$ cat src/rtl/bt_cmd_decoder_if.sv
// Decoder-side bundle: held receiver fields and game state in, step pulses and
// command strobes out. master = bt_cmd_decoder, slave = game controller side.
interface bt_cmd_decoder_if;
    logic [1:0] dir;
    logic [2:0] choice;
    logic [2:0] state;
    logic       step_l;
    logic       step_r;
    logic       cmd_valid;
    logic [2:0] cmd_code;

    modport master (
        input  dir, choice, state,
        output step_l, step_r, cmd_valid, cmd_code
    );

    modport slave (
        output dir, choice, state,
        input  step_l, step_r, cmd_valid, cmd_code
    );
endinterface

$ cat src/rtl/bt_cmd_decoder.sv
// Deglitches Bluetooth dir/choice levels into step pulses and command strobes.
// Define BT_AUTOREPEAT_EN to enable auto-repeat of held directions.
module bt_cmd_decoder #(
    parameter int STABLE_CYC    = 100000,
    parameter int REPEAT_DELAY  = 50000000,
    parameter int REPEAT_PERIOD = 10000000,
    parameter int CW            = 26
) (
    input  logic                clk,
    input  logic                rst,
    bt_cmd_decoder_if.master    bus
);
    localparam int SW = (STABLE_CYC > 1) ? $clog2(STABLE_CYC) : 1;
    localparam logic [SW-1:0] STAB_MAX = SW'(STABLE_CYC - 1);

    if ((CW < $clog2(REPEAT_DELAY + 1)) || (CW < $clog2(REPEAT_PERIOD + 1))) begin : g_cw_check
        $error("CW too narrow for repeat counters");
    end

`ifdef BT_AUTOREPEAT_EN
    typedef enum logic [1:0] {ST_IDLE = 2'd0, ST_FIRST = 2'd1, ST_REPEAT = 2'd2} dir_fsm_t;
    localparam logic [CW-1:0] DELAY_MAX  = CW'(REPEAT_DELAY - 1);
    localparam logic [CW-1:0] PERIOD_MAX = CW'(REPEAT_PERIOD - 1);
    logic [CW-1:0] rcnt_r;
    logic          rep_s;
`else
    typedef enum logic [1:0] {ST_IDLE = 2'd0, ST_FIRST = 2'd1} dir_fsm_t;
`endif

    dir_fsm_t      fsm_r;
    logic [1:0]    dir_dec_s;
    logic [1:0]    dir_q_r;
    logic [1:0]    dir_f_r;
    logic [1:0]    dir_cur_r;
    logic [SW-1:0] dir_cnt_r;
    logic [2:0]    choice_q_r;
    logic [2:0]    choice_f_r;
    logic [SW-1:0] choice_cnt_r;
    logic          choice_load_r;
    logic          playing_s;
    logic          dir_live_s;
    logic          fresh_s;
    logic          step_l_r;
    logic          step_r_r;
    logic          cmd_valid_r;
    logic [2:0]    cmd_code_r;

    // 11 carries no direction, so fold it into "none" before filtering.
    assign dir_dec_s  = (bus.dir == 2'b11) ? 2'b00 : bus.dir;
    assign playing_s  = (bus.state == 3'b010);
    assign dir_live_s = (dir_f_r != 2'b00);
    assign fresh_s    = dir_live_s && ((fsm_r == ST_IDLE) || (dir_f_r != dir_cur_r));

    // Direction input register and stability filter.
    always_ff @(posedge clk) begin
        if (rst) begin
            dir_q_r   <= 2'b00;
            dir_cnt_r <= {SW{1'b0}};
            dir_f_r   <= 2'b00;
        end else begin
            dir_q_r <= dir_dec_s;
            if (dir_dec_s != dir_q_r) begin
                dir_cnt_r <= {SW{1'b0}};
            end else if (dir_cnt_r != STAB_MAX) begin
                dir_cnt_r <= dir_cnt_r + {{(SW-1){1'b0}}, 1'b1};
            end else begin
                dir_cnt_r <= dir_cnt_r;
            end
            if ((dir_cnt_r == STAB_MAX) && (dir_q_r != dir_f_r)) begin
                dir_f_r <= dir_q_r;
            end else begin
                dir_f_r <= dir_f_r;
            end
        end
    end

    // Choice input register and stability filter; flags each accepted change.
    always_ff @(posedge clk) begin
        if (rst) begin
            choice_q_r    <= 3'b000;
            choice_cnt_r  <= {SW{1'b0}};
            choice_f_r    <= 3'b000;
            choice_load_r <= 1'b0;
        end else begin
            choice_q_r <= bus.choice;
            if (bus.choice != choice_q_r) begin
                choice_cnt_r <= {SW{1'b0}};
            end else if (choice_cnt_r != STAB_MAX) begin
                choice_cnt_r <= choice_cnt_r + {{(SW-1){1'b0}}, 1'b1};
            end else begin
                choice_cnt_r <= choice_cnt_r;
            end
            if ((choice_cnt_r == STAB_MAX) && (choice_q_r != choice_f_r)) begin
                choice_f_r    <= choice_q_r;
                choice_load_r <= 1'b1;
            end else begin
                choice_f_r    <= choice_f_r;
                choice_load_r <= 1'b0;
            end
        end
    end

`ifdef BT_AUTOREPEAT_EN
    // Repeat deadline for the current hold phase.
    always_comb begin
        rep_s = 1'b0;
        case (fsm_r)
            ST_FIRST:  rep_s = (rcnt_r == DELAY_MAX);
            ST_REPEAT: rep_s = (rcnt_r == PERIOD_MAX);
            default:   rep_s = 1'b0;
        endcase
    end
`endif

    // Direction FSM: fresh presses pulse immediately, held presses optionally repeat.
    always_ff @(posedge clk) begin
        if (rst) begin
            fsm_r     <= ST_IDLE;
            dir_cur_r <= 2'b00;
            step_l_r  <= 1'b0;
            step_r_r  <= 1'b0;
`ifdef BT_AUTOREPEAT_EN
            rcnt_r    <= {CW{1'b0}};
`endif
        end else if (!playing_s || !dir_live_s) begin
            fsm_r     <= ST_IDLE;
            dir_cur_r <= 2'b00;
            step_l_r  <= 1'b0;
            step_r_r  <= 1'b0;
`ifdef BT_AUTOREPEAT_EN
            rcnt_r    <= {CW{1'b0}};
`endif
        end else if (fresh_s) begin
            fsm_r     <= ST_FIRST;
            dir_cur_r <= dir_f_r;
            step_l_r  <= (dir_f_r == 2'b01);
            step_r_r  <= (dir_f_r == 2'b10);
`ifdef BT_AUTOREPEAT_EN
            rcnt_r    <= {CW{1'b0}};
        end else if (rep_s) begin
            fsm_r     <= ST_REPEAT;
            dir_cur_r <= dir_cur_r;
            step_l_r  <= (dir_cur_r == 2'b01);
            step_r_r  <= (dir_cur_r == 2'b10);
            rcnt_r    <= {CW{1'b0}};
        end else begin
            fsm_r     <= fsm_r;
            dir_cur_r <= dir_cur_r;
            step_l_r  <= 1'b0;
            step_r_r  <= 1'b0;
            rcnt_r    <= rcnt_r + {{(CW-1){1'b0}}, 1'b1};
        end
`else
        end else begin
            fsm_r     <= fsm_r;
            dir_cur_r <= dir_cur_r;
            step_l_r  <= 1'b0;
            step_r_r  <= 1'b0;
        end
`endif
    end

    // Command strobe: 000 and 011 (move mode) update the filter silently.
    always_ff @(posedge clk) begin
        if (rst) begin
            cmd_valid_r <= 1'b0;
            cmd_code_r  <= 3'b000;
        end else if (choice_load_r && (choice_f_r != 3'b000) && (choice_f_r != 3'b011)) begin
            cmd_valid_r <= 1'b1;
            cmd_code_r  <= choice_f_r;
        end else begin
            cmd_valid_r <= 1'b0;
            cmd_code_r  <= cmd_code_r;
        end
    end

    assign bus.step_l    = step_l_r;
    assign bus.step_r    = step_r_r;
    assign bus.cmd_valid = cmd_valid_r;
    assign bus.cmd_code  = cmd_code_r;

endmodule
$ cat src/flat_wrapper.sv
// flat-port wrapper written by rule: the top's interface ports become plain ports
module bt_cmd_decoder_flat 
#(
    parameter int STABLE_CYC    = 100000,
    parameter int REPEAT_DELAY  = 50000000,
    parameter int REPEAT_PERIOD = 10000000,
    parameter int CW            = 26
)
  (clk, rst, bus_dir, bus_choice, bus_state, bus_step_l, bus_step_r, bus_cmd_valid, bus_cmd_code);
  bt_cmd_decoder_if bus_i ();
  input  logic clk;
  input  logic rst;
  input wire logic [$bits(bus_i.dir)-1:0] bus_dir;
  input wire logic [$bits(bus_i.choice)-1:0] bus_choice;
  input wire logic [$bits(bus_i.state)-1:0] bus_state;
  output wire logic [$bits(bus_i.step_l)-1:0] bus_step_l;
  output wire logic [$bits(bus_i.step_r)-1:0] bus_step_r;
  output wire logic [$bits(bus_i.cmd_valid)-1:0] bus_cmd_valid;
  output wire logic [$bits(bus_i.cmd_code)-1:0] bus_cmd_code;
  assign bus_i.dir = bus_dir;
  assign bus_i.choice = bus_choice;
  assign bus_i.state = bus_state;
  assign bus_step_l = bus_i.step_l;
  assign bus_step_r = bus_i.step_r;
  assign bus_cmd_valid = bus_i.cmd_valid;
  assign bus_cmd_code = bus_i.cmd_code;
  bt_cmd_decoder #(.STABLE_CYC(STABLE_CYC), .REPEAT_DELAY(REPEAT_DELAY), .REPEAT_PERIOD(REPEAT_PERIOD), .CW(CW)) u_core (.clk(clk), .rst(rst), .bus(bus_i));
endmodule
$ cat config.mk
export PLATFORM = sky130hd
export DESIGN_NAME = bt_cmd_decoder_flat
export DESIGN_NICKNAME = d
export VERILOG_FILES = /design/src/rtl/bt_cmd_decoder_if.sv /design/src/rtl/bt_cmd_decoder.sv /design/src/flat_wrapper.sv
export SDC_FILE = /design/constraint.sdc
export NUM_CORES = 1
export LEC_CHECK = 0
export ABC_AREA = 1
export BUFFER_PORTS_ARGS = -buffer_cell sky130_fd_sc_hd__buf_4
export CAP_MARGIN = 20
export CORE_MARGIN = 3
export CORE_UTILIZATION = 40
export CTS_BUF_LIST = sky130_fd_sc_hd__clkbuf_8
export DETAILED_ROUTE_END_ITERATION = 7
export GPL_TIMING_DRIVEN = 0
export MAX_ROUTING_LAYER = met4
export SLEW_MARGIN = 20
export SYNTH_ARGS = -nofsm -noshare
export SYNTH_HDL_FRONTEND = slang
export SYNTH_SLANG_ARGS = --single-unit
export TNS_END_PERCENT = 1
$ cat constraint.sdc
create_clock -name clk -period 1.5 [get_ports clk]
set_input_delay 0.075 -clock clk [delete_from_list [all_inputs] [get_ports clk]]
set_output_delay 0.075 -clock clk [all_outputs]
set_load 0.05 [all_outputs]
# --- Yosys cells after proc, flatten, opt, wreduce, memory -nomap -nowiden ---
# Index checks and enable logic that the tools add are counted.
op_classes:
  n_reduce_logical: 16
  n_bitwise: 1
  eq_ne: 14
  add_sub_neg: 2
  muxes: 3
op_table:
  columns: ["cell", "count"]
  rows:
  - ["17-bit by 1-bit adder with 17-bit output, second input constant", 2]
  - ["17-bit equality test, second input constant", 2]
  - ["17-bit inequality test, second input constant", 2]
  - ["2-bit inequality test", 3]
  - ["3-bit inequality test", 2]
  - ["2-bit OR reduction", 3]
  - ["1-bit logical AND", 5]
  - ["2-bit equality test, second input constant", 2]
  - ["3-bit by 2-bit equality test with 1-bit output, second input constant", 1]
  - ["3-bit by 2-bit inequality test with 1-bit output, second input constant", 1]
  - ["3-bit nonzero test", 1]
  - ["3-bit OR reduction", 1]
  - ["2-bit by 1-bit equality test with 1-bit output, second input constant", 1]
  - ["1-bit zero test", 2]
  - ["2-bit zero test", 1]
  - ["1-bit logical OR", 2]
  - ["1-bit 2-to-1 mux", 2]
  - ["2-bit 2-to-1 mux", 1]
  - ["2-bit nonzero test", 1]
  - ["1-bit NOT", 1]
totals:
  regBits: 54
  wordCells: 49
  in_bits: 10

# --- Depth between registers and ports, before layout ---
# Gate-level depths: netlist of run 1.
depth:
  word_depth: 5
  mapped_depth: 9
  mapped_depth_nobuf: 9

# --- Worst setup path after synthesis of run 1 ---
# No wires, ideal clock.
synth_timing:
  path_type: "reg-to-reg"
  startpoint: "register u_core.choice_cnt_r[0]"
  endpoint: "register u_core.choice_cnt_r[12]"
  slack_ns: 0.210
  period_less_slack_ns: 1.290
  path_stages_with_launch: 9
  arrival_ns: 1.178
  n_path_buf: 0
  path_cell_list: "dfxtp_1 -> ha_1 -> nand2_1 -> nor2_4 -> inv_1 -> nor3_2 -> nand2_1 -> nand2_1 -> nor2_1"
synth_between:
  elab_chain_cells: 1
synth_rtl:
  columns: ["item", "line", "rtl"]
  rows:
  - ["from (decl)", "bt_cmd_decoder.sv:38", "logic [SW-1:0] choice_cnt_r;"]
  - ["from (signal assigned)", "bt_cmd_decoder.sv:81", "choice_cnt_r <= {SW{1'b0}};"]
  - ["from (signal assigned)", "bt_cmd_decoder.sv:87", "choice_cnt_r <= {SW{1'b0}};"]
  - ["from (signal assigned)", "bt_cmd_decoder.sv:89", "choice_cnt_r <= choice_cnt_r + {{(SW-1){1'b0}}, 1'b1};"]
  - ["17-bit by 1-bit adder with 17-bit output or 17-bit inequality test (tied branches)", "bt_cmd_decoder.sv:89, bt_cmd_decoder.sv:88", null]
# Several ways; a longest one is shown, not always the timed one.
# A chain may end at the register's enable or synchronous reset.

# --- Worst setup path in the final report of run 1 ---
layout_timing:
  startpoint: "register u_core.dir_cnt_r[0]"
  endpoint: "register u_core.dir_cnt_r[8]"
layout_between:
  elab_chain_cells: 1
layout_rtl:
  columns: ["item", "line", "rtl"]
  rows:
  - ["from (decl)", "bt_cmd_decoder.sv:35", "logic [SW-1:0] dir_cnt_r;"]
  - ["from (signal assigned)", "bt_cmd_decoder.sv:58", "dir_cnt_r <= {SW{1'b0}};"]
  - ["from (signal assigned)", "bt_cmd_decoder.sv:63", "dir_cnt_r <= {SW{1'b0}};"]
  - ["from (signal assigned)", "bt_cmd_decoder.sv:65", "dir_cnt_r <= dir_cnt_r + {{(SW-1){1'b0}}, 1'b1};"]
  - ["17-bit by 1-bit adder with 17-bit output or 17-bit inequality test (tied branches)", "bt_cmd_decoder.sv:65, bt_cmd_decoder.sv:64", null]
# Several ways; a longest one is shown, not always the timed one.

==> results summary, run 1 <==
The fraction of final layout cells with drive strength greater than 1 came out at 0.150. Counting instances in the post-synthesis netlist gives the leading cell types as nand2_1, nor2_1, dfxtp_1. The path type of the worst setup path is register to register.

During I/O placement, the number of pins put on the boundary was 16. The wire length of the first global-routing pass came out at 9150 microns. The final hold violation count came out at 0.

Measured along the y axis, the die boundary spans 87.1 microns. Of the post-synthesis cell area, the dominant cell type holds 0.411. The standard-cell row count is 28. The share of the Yosys chip area taken by registers is 0.411.

Counting flops and latches in the post-synthesis netlist gives 54. In the routed design, unresolved DRC markers number 0. The synthesized netlist cell count came out at 379. Summed over all nets, the half-perimeter wirelength after detailed placement is 3900 microns. Summed over all layers, the global routing overflow is 0. STA classifies the critical path startpoint as a register. The synthesized netlist net count is 391.

The average routed wire per standard cell came out at 11.2 microns. The timing-limited maximum frequency is 0.719 GHz. The area enclosed by the die boundary is 7580 sq um.

The number of design-rule violations left by the first detailed-router iteration is 62. The cell type contributing the most total cell area after synthesis is dfxtp_1. For this run, the leading register cell type out of synthesis is dfxtp_1. The post-detailed-route via-to-cell ratio came out at 4.91. The clock drives 54 sinks.

The number of global-route vias before repair was 2103. The synthesis-to-finish area growth came out at 16.4%. Of all nets on the critical path, the largest fanout is 5.

The post-route antenna net violation count is 0. The worst setup path is captured at a register. The number of max-slew violations in the final report is 0. The number of CTS-inserted buffers is 5. The leakage power figure came out at 0.00117 uW. The headroom to the max-slew limit came out at 0.682. The clock root buffer is clkbuf_8. The insertion delay of the later-clocked pin in the worst-skew pair is 0.30 ns.

The worst vdd rail ir drop is 0.000388 V. The total area inside the core boundary comes to 6130 sq um. The length of the first detailed-routing pass in iterations came out at 4. The count of port buffers added during placement is 15.

The global-route usage over all layers came out at 0.153. The number of vias in the routed layout is 2369. A synthesized cell averages 6.93 sq um. The cell area after technology mapping is 2630 sq um. The effective utilization at floorplan is 0.429.

The time the worst path needs with I/O delays and setup is 1.39 ns. The maximum buffer depth of the clock tree is 2. The total wire length came out at 5380 microns. The number of enable-type register cells in the synthesized netlist came out at 0. The fraction of registers with async set/reset came out at 0. The worst clock skew is 0.00850 ns. The total number of nets in the final design is 418.

The initial antenna violation count is 0. The depth of the CTS H-tree came out at 2. At the pin with the least slew margin, the transition time is 0.477 ns. The TritonCTS clock tree is built. The count of synthesis-stage warnings from yosys came out at 0. Setup repair after global routing could not meet its margin everywhere. The power per unit of standard cell area came out at 833 nW/um^2. The worst path arrival time is 1.60 ns. The run finished with clean final reports. Of the available clock period, the critical path in the final layout requires 0.927. In this run the horizontal extent of the chip is 87.1 microns. The distinct cell type count of the synthesized netlist is 27.

The antenna diode instance count is 0. The setup violation total in the final timing report came out at 0. In this run the worst hold path is classified as input pin to register.

The data required time at the worst endpoint is 1.71 ns. The routability congestion estimate from global placement is 0.873. Entering global routing, the biggest net connects 17 pins. The least setup slack across all paths after layout is 0.110 ns.

The worst-case setup slack after placement came out at 0.00384 ns. The tool flagged a number of max-cap violations equal to 0. Summing internal, switching and leakage power gives 2550 uW.

By area the synthesized netlist is led by dfxtp_1, nand2_1, nor2_1. The clock transition at the registers of the reported paths is 0.10 ns.
sequential cells by signal, summed over array words and instances (netlist names):
| name | cells |
|---|---|
| u_core.dir_cnt_r | 17 |
| u_core.bus.cmd_valid | 1 |
| u_core.choice_f_r | 3 |
| u_core.dir_cur_r | 2 |
| u_core.bus.step_l | 1 |
| u_core.fsm_r | 1 |
| u_core.dir_f_r | 2 |
| u_core.bus.step_r | 1 |
| u_core.choice_cnt_r | 17 |
| u_core.choice_q_r | 3 |
| u_core.dir_q_r | 2 |
| u_core.bus.cmd_code | 3 |
| u_core.choice_load_r | 1 |
placed cells by master, fill, tap and decap left out, drive strengths merged:
cell | Yosys | layout
a21oi | 23 | 23
buf | 1 | 19
bufinv | 0 | 1
clkbuf | 1 | 6
clkinv | 2 | 2
clkinvlp | 0 | 1
dfxtp | 54 | 54
dlygate4sd3 | 0 | 2
ha | 2 | 2
inv | 50 | 51
nand2 | 78 | 78
nand3 | 25 | 25
nand3b | 1 | 1
nand4 | 18 | 18
nor2 | 83 | 83
nor3 | 9 | 9
nor3b | 1 | 1
o21ai | 18 | 18
or2 | 1 | 1
xnor2 | 6 | 6
xor2 | 6 | 6
power breakdown:
group	internal (uW)	total, uW	switching (uW)
Combinational	51.4	121	69.7
Clock	492	967	475
Sequential	1450	1460	12.9
Total	1990	2550	558
critical path, cell delays in order, from the launching register on:
cell,delay (ns)
dfxtp_2,0.37
ha_2,0.22
nand3_4,0.12
nor2_4,0.19
nand2_1,0.11
clkinv_1,0.07
nor2_1,0.04
o21ai_1,0.12
inv_1,0.04
final timing paths:
path / end / from / slack, ns / cells past startpoint
setup / recovery: u_core.dir_cnt_r[8] / u_core.dir_cnt_r[0] / 0.11 / 8
hold / removal: u_core.choice_q_r[1] / bus_choice[1] / 0.0002 / 3
setup reg to reg: u_core.dir_cnt_r[8] / u_core.dir_cnt_r[0] / 0.11 / 8
hold reg to reg: u_core.bus.cmd_code[0] / u_core.bus.cmd_code[0] / 0.46 / 2
logic make-up (layout without fill, tap and decap cells):
group | Yosys count | after routing | synth area share
and+or+nand+nor | 216 | 216 | 0.381
DFF | 54 | 54 | 0.411
buffers and inverters | 54 | 82 | 0.0800
AOI/OAI and AO/OA | 41 | 41 | 0.0781
xor gates and xnor gates | 12 | 12 | 0.0400
adders and majority gates | 2 | 2 | 0.00952
metal layers:
metal / track usage / vias to the layer above / share of wire
li1: - / 1261 / -
met1: 0.193 / 1074 / 0.51
met2: 0.249 / 28 / 0.46
met3: 0.0312 / 6 / 0.026
met4: 0.0382 / 0 / 0.0087
met5: - / - / 0
final cells by class:
type                            count  area [sq um]
Multi-Input combinational cell    271          1390
Clock inverter                      3          41.3
Inverter                           52           195
Sequential cell                    54          1090
Timing Repair Buffer               20           168
Fill cell                         615          3070
Tap cell                           75          93.8
Clock buffer                        5          68.8
Buffer                              2          15.0
through the flow:
| stage | util | setup TNS [ns] | area (sq um) | hold slack (ns) | std cells |
|---|---|---|---|---|---|
| global route | 0.499 | -0.0403 | 3060 | 0.0388 | 482 |
| floorplan | - | 0 | 2630 | 0.182 | 379 |
| global placement | 0.462 | 0 | 2830 | 0.315 | 469 |
| CTS | 0.489 | 0 | 3000 | 0.00125 | 482 |
| finish | 0.499 | 0 | 3060 | 0.000196 | 482 |
| detailed placement | 0.462 | 0 | 2830 | 0.317 | 469 |
what timing repair did:
item,4_1_cts,5_1_grt
endpoints found under the hold margin,2,0
setup endpoints to repair,2,23
resized for setup,0,19
pin swaps,1,3
hold buffers,2,0
buffers inserted,3,0
No activity file was read; power rests on OpenSTA's default activity.
==> run 2, diff against run 1 <==
--- a/config.mk
+++ b/config.mk
@@ -14,6 +14,8 @@
 export DETAILED_ROUTE_END_ITERATION = 7
 export GPL_TIMING_DRIVEN = 0
 export MAX_ROUTING_LAYER = met4
+export PLACE_DENSITY = 0.64
+export SETUP_SLACK_MARGIN = 0.15
 export SLEW_MARGIN = 20
 export SYNTH_ARGS = -nofsm -noshare
 export SYNTH_HDL_FRONTEND = slang
==> results summary, run 2 (synthesis results as in run 1) <==
The time the worst path needs with I/O delays and setup is 1.35 ns (was 1.39 ns). The clock transition at the registers of the reported paths came out at 0.09 ns (was 0.10 ns). The antenna diode instance count is 0 (unchanged). The number of max-slew violations in the final report came out at 0 (unchanged). The maximum buffer depth of the clock tree came to 2 (unchanged). The clock sink total came out at 54 (unchanged).

The number of remaining DRC errors is 0 (unchanged). The average routed wire per standard cell is 11.2 microns (about the same). The kind of path behind the tightest hold check is input pin to register (unchanged).

The pin count of the biggest net entering global routing is 17 (unchanged). The power per unit of standard cell area was 820 nW/um^2 (was 833 nW/um^2). The switching power total is 548 uW (was 558 uW).

The fraction of final layout cells with drive strength greater than 1 is 0.182 (was 0.150). The data required time at the worst endpoint is 1.70 ns (was 1.71 ns). The insertion delay of the later-clocked pin in the worst-skew pair came out at 0.30 ns (about the same). The logic depth of the worst register-to-register path is 8 (unchanged).

The count of pins on the block boundary came out at 16 (unchanged). Leading cell types in the layout, fill and taps excluded: nand2_1, nor2_1, inv_1 (was nor2_1, nand2_1, inv_1). The number of design-rule violations left by the first detailed-router iteration is 111 (was 62).

The worst reg-to-reg setup slack came out at 0.15 ns (was 0.11 ns). The transition at the pin with the smallest max-transition slack came out at 0.590 ns (was 0.477 ns). The design internal power is 1990 uW (about the same). The post-detailed-route via-to-cell ratio is 4.97 (was 4.91). The most common cell after layout, fill and taps aside is nand2_1 (was nor2_1). The number of fill cells came out at 599 (was 615). The global-route congestion overflow total is 0 (unchanged).

The global-route usage over all layers came out at 0.156 (was 0.153). The initial antenna violation count came out at 0 (unchanged). The post-route antenna net violation count is 0 (unchanged). The depth of the CTS H-tree is 2 (unchanged). The total wire length is 5410 microns (was 5380 microns). The total half-perimeter wirelength after legalization and detailed placement is 3870 microns (was 3900 microns). The final worst-path cycle share came out at 0.899 (was 0.927). The final total negative setup slack is 0 ns (unchanged).

The endpoint of the most critical register-to-register path was u_core.choice_cnt_r[12] (was u_core.dir_cnt_r[8]). The headroom to the max-slew limit was 0.607 (was 0.682). The part of the power in the clock network is 0.377 (was 0.380). The worst min-delay path endpoint was u_core.choice_q_r[0] (was u_core.choice_q_r[1]).

The max-cap violation count is 0 (unchanged). Outcome: finished clean (unchanged). The number of CTS-inserted buffers came out at 5 (unchanged). The final hold violation count was 0 (unchanged). The synthesis-to-finish area growth came to 17.7% (was 16.4%).

The total power was 2530 uW (was 2550 uW). The worst path arrival time came out at 1.55 ns (was 1.60 ns). The sequential standard cell area came out at 1100 sq um (was 1090 sq um). The category of the worst setup path launch point was a register (unchanged). The die height came out at 87.1 microns (unchanged). The largest fanout on the critical path came out at 4 (was 5).

The number of global-route vias before repair came to 2194 (was 2103). The worst vdd rail ir drop is 0.000535 V (was 0.000388 V). The leakage power figure was 0.00117 uW (about the same). The combined area of the multi-input logic cells was 1430 sq um (was 1390 sq um). The switching power as a share of total power is 0.216 (was 0.219). The setup violation total in the final timing report is 0 (unchanged). The wire length of the first global-routing pass came to 9430 microns (was 9150 microns).

The effective utilization at floorplan came to 0.429 (unchanged). The area enclosed by the die boundary is 7580 sq um (unchanged). The routability congestion estimate from global placement is 0.830 (was 0.873). The length of the first detailed-routing pass in iterations came to 5 (was 4).

The worst clock skew came out at 0.00797 ns (was 0.00850 ns). The sequential cell fraction of total power was 0.575 (was 0.573). The count of port buffers added during placement came out at 15 (unchanged). The fraction of power consumed by combinational cells came out at 0.048 (about the same). The die width came out at 87.1 microns (unchanged).

The timing-limited maximum frequency is 0.742 GHz (was 0.719 GHz). The cell count of the worst hold path is 3 (unchanged). The kind of end point of the critical path is a register (unchanged). The number of vias in the routed layout is 2395 (was 2369). The standard-cell row count was 28 (unchanged). Unrepaired setup endpoints after global routing: yes (unchanged). The clock root buffer was clkbuf_8 (unchanged).

The total number of nets in the final design came out at 418 (unchanged). The TritonCTS clock tree is built (unchanged). The core box area was 6130 sq um (unchanged). The beginning of the worst hold path is bus_choice[0] (was bus_choice[1]). The launching point of the worst reg2reg path is u_core.choice_cnt_r[0] (was u_core.dir_cnt_r[0]). The path type of the worst setup path is register to register (unchanged). Largest registers: u_core.choice_cnt_r (17), u_core.dir_cnt_r (17) (unchanged).
run 2: cell types whose count changed in the layout (fill, tap and decap cells not counted), sizes merged:
cell / change
buf: +1
clkinv: +2
clkinvlp: -1
dlygate4sd3: -1
inv: -1
run 2: worst max-delay path, stage by stage (launching register included):
cell	delay, ns
dfxtp_4	0.38
ha_4	0.14
nand2_2	0.08
nor2_4	0.16
inv_1	0.13
nor3_2	0.20
nand2_1	0.07
nand2_1	0.06
nor2_1	0.03
run 2: power groups by stage:
| stage | clock network (uW) | logic (uW) | registers, uW |
|---|---|---|---|
| 2_1_floorplan | 0 | 75.7 | 1490 |
| 3_3_place_gp | 0 | 115 | 1490 |
| 3_5_place_dp | 0 | 116 | 1490 |
| 4_1_cts | 991 | 119 | 1460 |
| 5_1_grt | 1050 | 139 | 1460 |
| 6_report | 955 | 123 | 1460 |
run 2: worst max-delay path by stage:
| stage | startpoint | endpoint | slack [ns] | cells after the start |
|---|---|---|---|---|
| 6_report | u_core.choice_cnt_r[0] | u_core.choice_cnt_r[12] | 0.15 | 8 |
| 5_1_grt | u_core.choice_cnt_r[2] | u_core.choice_cnt_r[13] | 0.04 | 7 |
| 4_1_cts | u_core.choice_cnt_r[0] | u_core.choice_cnt_r[12] | 0.13 | 8 |
| 3_5_place_dp | u_core.choice_cnt_r[0] | u_core.choice_f_r[0] | 0.04 | 8 |
| 3_3_place_gp | u_core.dir_cnt_r[0] | u_core.dir_cnt_r[8] | 0.06 | 8 |
| 2_1_floorplan | u_core.choice_cnt_r[0] | u_core.choice_cnt_r[12] | 0.21 | 8 |
run 2: final cells by class:
class / instances / area share
multi-input combinational: 271 / 0.461
clock buffer: 5 / 0.0222
clock inverter: 3 / 0.0129
buffer: 2 / 0.00485
tap: 75 / 0.0303
timing repair buffer: 20 / 0.0494
inverter: 52 / 0.0631
sequential: 54 / 0.356
run 2: routing by layer:
metal  global-route usage  routed length [microns]  vias to the layer above
li1                     -                        -                     1261
met1                0.198                     2620                     1092
met2                0.251                     2570                       36
met3               0.0293                      169                        6
met4               0.0496                       42                        0
met5                    -                        0                        -
run 2: timing repair:
item                                    in CTS  in global routing
pin swaps                                    4                  6
hold buffers                                 1                  0
resized for setup                            9                 28
endpoints found under the setup margin      21                 34
setup buffers                                3                  1
gates cloned                                 0                  0
endpoints found under the hold margin        1                  0
run 2: stage by stage:
stage / instances / area [sq um] / setup WS, ns / util / hold slack (ns)
floorplan: 379 / 2630 / 0.210 / - / 0.182
global placement: 469 / 2830 / 0.0564 / 0.462 / 0.297
detailed placement: 469 / 2830 / 0.0366 / 0.462 / 0.307
CTS: 481 / 3000 / 0.126 / 0.490 / 0.00249
global route: 482 / 3090 / 0.0396 / 0.504 / 0.0115
finish: 482 / 3090 / 0.151 / 0.504 / 0.00268
